**config.mk**
```make
export PLATFORM = sky130hd
export DESIGN_NAME = input_capture
export DESIGN_NICKNAME = d
export VERILOG_FILES = /design/src/rtl/simon_pkg.sv /design/src/rtl/debounce4.sv /design/src/rtl/input_capture.sv
export SDC_FILE = /design/constraint.sdc
export NUM_CORES = 1
export LEC_CHECK = 0
export BUFFER_PORTS_ARGS = -buffer_cell sky130_fd_sc_hd__buf_4
export CELL_PAD_IN_SITES_DETAIL_PLACEMENT = 1
export CELL_PAD_IN_SITES_GLOBAL_PLACEMENT = 2
export CORE_MARGIN = 10
export CORE_UTILIZATION = 30
export CTS_CLUSTER_DIAMETER = 30
export CTS_CLUSTER_SIZE = 12
export DETAILED_ROUTE_END_ITERATION = 8
export PLACE_DENSITY = 0.75
export SYNTH_ARGS = -nofsm -noshare
export SYNTH_HDL_FRONTEND = slang
export SYNTH_HIERARCHICAL = 1
export SYNTH_SLANG_ARGS = --single-unit
```
**constraint.sdc**
```tcl
create_clock -name clk -period 6.8 [get_ports clk]
set_clock_uncertainty 0.1 [all_clocks]
set_input_delay 0.34 -clock clk [delete_from_list [all_inputs] [get_ports clk]]
set_output_delay 0.34 -clock clk [all_outputs]
set_load 0.05 [all_outputs]
```
**src/rtl/simon_pkg.sv**
```systemverilog
// Shared definitions for the Simon Says player-input path.
//   colour_t          : 2-bit colour code, one named constant per switch
//   capture_state_t   : states of the input_capture FSM
//   DEFAULT_*         : default debounce / timeout periods at 50 MHz
//   encode_onehot()   : one-hot switch pattern -> colour code
package simon_pkg;

    typedef logic [1:0] colour_t;

    localparam colour_t COLOUR_GREEN  = 2'd0;   // sw[0]
    localparam colour_t COLOUR_RED    = 2'd1;   // sw[1]
    localparam colour_t COLOUR_YELLOW = 2'd2;   // sw[2]
    localparam colour_t COLOUR_BLUE   = 2'd3;   // sw[3]

    typedef enum logic [2:0] {
        ST_IDLE,
        ST_WAIT_PRESS,
        ST_HELD,
        ST_WAIT_RELEASE,
        ST_LOCKED
    } capture_state_t;

    localparam int DEFAULT_DEBOUNCE_CYCLES = 500_000;      // 10 ms
    localparam int DEFAULT_TIMEOUT_CYCLES  = 250_000_000;  // 5 s
    localparam int TIMEOUT_W               = 28;

    // Only meaningful for one-hot patterns; callers qualify with $onehot.
    function automatic colour_t encode_onehot(input logic [3:0] pat);
        colour_t c;
        c = COLOUR_GREEN;
        if (pat[1]) c = COLOUR_RED;
        if (pat[2]) c = COLOUR_YELLOW;
        if (pat[3]) c = COLOUR_BLUE;
        return c;
    endfunction

endpackage

```
**src/rtl/debounce4.sv**
```systemverilog
// Four-channel switch conditioner: 2-flop synchroniser followed by a
// stability counter. The debounced pattern only changes once the synchronised
// pattern has held still for DEBOUNCE_CYCLES cycles.
//   clk, reset : clock, synchronous active-high reset
//   sw         : raw asynchronous switch levels
//   deb        : debounced switch pattern
module debounce4
    import simon_pkg::*;
#(
    parameter int DEBOUNCE_CYCLES = DEFAULT_DEBOUNCE_CYCLES
) (
    input  logic       clk,
    input  logic       reset,
    input  logic [3:0] sw,
    output logic [3:0] deb
);

    localparam int CNT_W = (DEBOUNCE_CYCLES > 1) ? $clog2(DEBOUNCE_CYCLES) : 1;
    localparam logic [CNT_W-1:0] CNT_LAST = CNT_W'(DEBOUNCE_CYCLES - 1);

    logic [3:0]       sync1;
    logic [3:0]       sync2;
    logic [CNT_W-1:0] cnt;

    always_ff @(posedge clk) begin
        if (reset) begin
            sync1 <= '0;
            sync2 <= '0;
            cnt   <= '0;
            deb   <= '0;
        end else begin
            sync1 <= sw;
            sync2 <= sync1;
            // sync1 is the next synchronised sample: a difference means the
            // pattern is changing at this edge, so stability restarts.
            if (sync1 != sync2) begin
                cnt <= '0;
            end else if (cnt == CNT_LAST) begin
                // Counter parks here; reloading the same pattern is harmless.
                deb <= sync2;
            end else begin
                cnt <= cnt + CNT_W'(1);
            end
        end
    end

endmodule

```
**src/rtl/input_capture.sv**
```systemverilog
// Player-input front end for Simon Says. Debounces the four colour switches,
// turns a clean single press into a colour code plus one-cycle valid strobe,
// and flags multi-switch presses and response timeouts.
//   clk, reset   : clock, synchronous active-high reset
//   enable       : high during the player's turn (capture armed)
//   sw[3:0]      : raw switches, sw[n] = colour n
//   colour_o     : colour of the last accepted press, held until the next
//   valid_o      : one-cycle strobe, colour_o is new
//   multi_err_o  : one-cycle strobe, more than one switch pressed
//   timeout_o    : one-cycle strobe, no press within TIMEOUT_CYCLES
//   busy_o       : high in every state except IDLE and LOCKED
// Build option: define INPUT_TIMEOUT_EN to build the response timeout, its
// strobe and the LOCKED state. Without it WAIT_PRESS waits indefinitely and
// timeout_o is tied low.
module input_capture
    import simon_pkg::*;
#(
    parameter int DEBOUNCE_CYCLES = DEFAULT_DEBOUNCE_CYCLES,
    parameter int TIMEOUT_CYCLES  = DEFAULT_TIMEOUT_CYCLES
) (
    input  logic       clk,
    input  logic       reset,
    input  logic       enable,
    input  logic [3:0] sw,
    output logic [1:0] colour_o,
    output logic       valid_o,
    output logic       multi_err_o,
    output logic       timeout_o,
    output logic       busy_o
);

    logic [3:0]     deb;
    capture_state_t state;
    logic           deb_zero;
    logic           deb_onehot;
    logic           deb_multi;
    logic           held_changed;
    logic           tmo_hit;

    debounce4 #(
        .DEBOUNCE_CYCLES(DEBOUNCE_CYCLES)
    ) u_debounce (
        .clk  (clk),
        .reset(reset),
        .sw   (sw),
        .deb  (deb)
    );

    assign deb_zero     = (deb == 4'b0000);
    assign deb_onehot   = $onehot(deb);
    assign deb_multi    = !deb_zero && !deb_onehot;
    // In HELD, colour_o still names the switch that was accepted.
    assign held_changed = (deb != (4'b0001 << colour_o));

`ifdef INPUT_TIMEOUT_EN
    localparam logic [TIMEOUT_W-1:0] TMO_LAST = TIMEOUT_W'(TIMEOUT_CYCLES - 1);

    logic [TIMEOUT_W-1:0] tcnt;

    // Held at zero outside WAIT_PRESS, so every entry starts a fresh count.
    always_ff @(posedge clk) begin
        if (reset || state != ST_WAIT_PRESS) begin
            tcnt <= '0;
        end else if (tcnt != '1) begin
            tcnt <= tcnt + TIMEOUT_W'(1);
        end
    end

    assign tmo_hit = (state == ST_WAIT_PRESS) && (tcnt == TMO_LAST);
`else
    logic unused_timeout_cfg;

    assign unused_timeout_cfg = ^TIMEOUT_CYCLES;
    assign tmo_hit            = 1'b0;
    assign timeout_o          = 1'b0;
`endif

    always_ff @(posedge clk) begin
        if (reset) begin
            state       <= ST_IDLE;
            colour_o    <= COLOUR_GREEN;
            valid_o     <= 1'b0;
            multi_err_o <= 1'b0;
            busy_o      <= 1'b0;
`ifdef INPUT_TIMEOUT_EN
            timeout_o   <= 1'b0;
`endif
        end else begin
            valid_o     <= 1'b0;
            multi_err_o <= 1'b0;
`ifdef INPUT_TIMEOUT_EN
            timeout_o   <= 1'b0;
`endif
            // Dropping enable overrides every transition and every strobe.
            if (!enable) begin
                state  <= ST_IDLE;
                busy_o <= 1'b0;
            end else begin
                case (state)
                    ST_IDLE: begin
                        busy_o <= 1'b1;
                        // A switch already down at arm time must be released
                        // before it can count as a press.
                        state  <= deb_zero ? ST_WAIT_PRESS : ST_WAIT_RELEASE;
                    end
                    ST_WAIT_PRESS: begin
                        if (deb_onehot) begin
                            colour_o <= encode_onehot(deb);
                            valid_o  <= 1'b1;
                            state    <= ST_HELD;
                        end else if (deb_multi) begin
                            multi_err_o <= 1'b1;
                            state       <= ST_WAIT_RELEASE;
`ifdef INPUT_TIMEOUT_EN
                        end else if (tmo_hit) begin
                            timeout_o <= 1'b1;
                            busy_o    <= 1'b0;
                            state     <= ST_LOCKED;
`endif
                        end
                    end
                    ST_HELD: begin
                        if (deb_zero) begin
                            state <= ST_WAIT_PRESS;
                        end else if (held_changed) begin
                            multi_err_o <= 1'b1;
                            state       <= ST_WAIT_RELEASE;
                        end
                    end
                    ST_WAIT_RELEASE: begin
                        if (deb_zero) begin
                            state <= ST_WAIT_PRESS;
                        end
                    end
                    ST_LOCKED: begin
                        // Sits here until enable drops.
                    end
                    default: begin
                        state  <= ST_IDLE;
                        busy_o <= 1'b0;
                    end
                endcase
            end
        end
    end

endmodule
```
==> impl_results.md <==
* Vias at 1,558
* Worst-case vdd ir drop at 0.000184 V
* Yosys cell types at 47
* WL per Instance at 14.3 um
* # resized after CTS at 0
* Crit path max fanout at 5
* Final setup vio count at 0
* Die width at 101 um
* Comb power frac at 5.4%
* Met1 capacity usage during global routing at 10.8%
* Grt met2 use at 14.6%
* Post-synthesis sequential area ratio at 38.3%
* Switching share of power at 21.5%
* Total power at 0.000488 W
* Slew Viols, Final at 0
* Yosys warnings at 6
* Final Cycle Share at 39.5%
* Post-Syn Instances at 213
* Die Span Y at 101 um
* Num CTS Buffers at 5
* Synthesized area at 1990 um2
* P&R area growth vs syn at 13.5%
* P per Cell Area at 216 nW/um2
* Rows at 29
* Met3 usage in global routing at 2.38%
* CTS max path bufs at 2
* Static Leak at 0.830 nW
* Period minus WS final at 2.69 ns
* Synth cell count leaders: dfxtp_1, a21oi_1, nor2_1, inv_1, nor2b_1
* WP data arrival at 2.77 ns
* Syn nets at 230
* Final hold vios at 0
* Startpoint Class: register
* R2r setup slk at 4.11 ns
* Hold path depth at 2
* Layout cells sized above 1 at 16.1%
* Fillers at 738
* Unrepaired setup endpoints after global routing: false
* # hold bufs at CTS at 0
* P_sw at 0.000105 W
* GRT overflow at 0
* Root Buffer: clkbuf_8
* Kind of critical path: register to register
* DR DRC count at 0
* Total GRT Usage at 8.98%
* Via density at 5.19
* Hold Path Origin: sw[2]
* Hold endpoint: u_debounce/sync1[2]
* Setup tns final at 0 ns
* Die ar. at 10,300 um2
* H-tree levels at 2
* Clock transition at path regs at 0.08 ns
* GP Congestion at 0.761
* CTS tree: done
* Ant diodes at 0
* Top-count cell post-synth: dfxtp_1
* Worst-Margin Slew at 0.650 ns
* Synth area leaders: dfxtp_1, ha_1, a21oi_1
* Global routing's busiest layer: met2
* Status: complete, no violations
* Final net count at 239
* Clk sinks at 38
* Drt first-iter violations at 20
* Worst flop-to-flop path endpoint: state[1]
* Avg Synthesized Cell Area at 9.33 um2
* Sequential power share at 46.9%
* Top FF cell, synth: dfxtp_1
* Clock share of power at 47.7%
* Fraction of registers with async set/reset at 0%
* Hold Path Class: input port to register
* Crit path capture type: register
* Initial antenna violation count at 0
* Final ANT Viol Nets at 0
* Hpwl dp at 3.15 mm
* MaxCap Viol Count at 0
* Critical path required time at 6.89 ns
* Synth area leader: dfxtp_1
* Total wire length at 4.28 mm
* First-pass GRT wire length at 7.56 mm
* IO Port Bufs at 11
* Launch point of the worst reg-to-reg path: u_debounce/deb[0]
* Fmax at 0.372 GHz
* Clk_lat worst skew at 0.29 ns
* Pre-antenna DRT Iters at 4
* Core Region at 6390 um2
* Relative slew slack at 56.7%
* Yosys top cell area share at 38.3%
* Largest net degree at the start of global routing at 26
* Vias in the first global route at 1,584
* Setup bufs post-CTS at 0
* Synthesized flop and latch total at 38
* Initial Util at 31.1%
* Internal power at 0.000383 W
* Num ports at 13
* FF-to-FF path depth at 10
* Post-synth EDFFs at 0
## worst max-delay path: stages, from the launching register on
cell	delay, ns
dfxtp_1	0.41
inv_1	0.10
fa_1	0.53
inv_1	0.05
ha_1	0.18
ha_1	0.27
nor3b_1	0.30
nor2b_1	0.13
mux2_2	0.29
o21ai_1	0.13
a21oi_1	0.08
## how the worst max path moves through the flow
stage                       from        to  slack, ns  depth (start not counted)
6_report       u_debounce/deb[0]  state[1]       4.11                         10
5_1_grt        u_debounce/deb[3]  state[0]       3.89                         10
2_1_floorplan  u_debounce/deb[0]  state[0]       4.34                         10
4_1_cts        u_debounce/deb[0]  state[1]       4.09                         10
3_5_place_dp   u_debounce/deb[0]  state[1]       4.10                         10
3_3_place_gp   u_debounce/deb[0]  state[0]       4.22                         10
## through the flow
stage | std cells | utilization [%] | hold WS (ns) | setup WS, ns | area, um2
4_1_cts | 300 | 35.3 | 0.139 | 4.09 | 2250
3_3_place_gp | 292 | 33.2 | 0.368 | 4.22 | 2120
5_1_grt | 300 | 35.3 | 0.153 | 3.89 | 2250
6_report | 300 | 35.3 | 0.153 | 4.11 | 2250
2_1_floorplan | 213 | - | 0.312 | 4.34 | 1990
3_5_place_dp | 292 | 33.2 | 0.370 | 4.10 | 2120
## kinds of logic (layout without fill, tap and decap cells)
| group | count (synthesis) | in the layout | share of synthesized area (%) |
|---|---|---|---|
| simple gates | 87 | 87 | 28.7 |
| flops | 38 | 38 | 38.3 |
| xor+xnor | 10 | 10 | 4.41 |
| other cells | 1 | 1 | 0.189 |
| compound gates | 40 | 40 | 13.1 |
| buf+inv | 19 | 29 | 4.34 |
| mux | 8 | 8 | 4.34 |
| fa+ha+maj | 10 | 10 | 6.68 |
## layout by cell type, fill, tap and decap left out, types with 6 or more instances in the layout
cell | netlist | final
nor3b_1 | 7 | 7
inv_1 | 10 | 10
nor2b_1 | 10 | 10
nor3_1 | 8 | 8
o31ai_1 | 7 | 7
dfxtp_1 | 38 | 38
nand3_1 | 7 | 7
nand2_1 | 6 | 6
o21ai_0 | 7 | 7
a21oi_1 | 17 | 17
buf_4 | 2 | 11
ha_1 | 9 | 9
nor2_1 | 13 | 13
nand4_1 | 7 | 7
## registers in the layout, summed over array words and instances (netlist names)
signal and flops:
busy_o 1, colour_o 2, multi_err_o 1, state 2
u_debounce/cnt 19, u_debounce/deb 4, u_debounce/sync1 4, u_debounce/sync2 4
valid_o 1
## routing by layer
layer	vias up	share of wire, %
met4	0	1.7
li1	793	-
met5	-	0
met3	6	2.5
met2	16	47
met1	743	49
## power groups by stage
stage | clock network [W] | logic, W | registers [W]
2_1_floorplan | 0 | 0.0000182 | 0.000235
3_3_place_gp | 0 | 0.0000262 | 0.000234
3_5_place_dp | 0 | 0.0000268 | 0.000234
4_1_cts | 0.000243 | 0.0000269 | 0.000229
5_1_grt | 0.000248 | 0.0000294 | 0.000230
6_report | 0.000233 | 0.0000263 | 0.000229
## area by class of cell
class | instances | area [um2] | area share (%)
timing repair buffer | 11 | 82.6 | 3.66
multi-input combinational | 156 | 1140 | 50.6
clock inverter | 3 | 68.8 | 3.05
clock buffer | 5 | 68.8 | 3.05
inverter | 10 | 37.5 | 1.66
sequential | 38 | 761 | 33.7
tap | 77 | 96.3 | 4.27
Power figures use the tool's default switching activity.
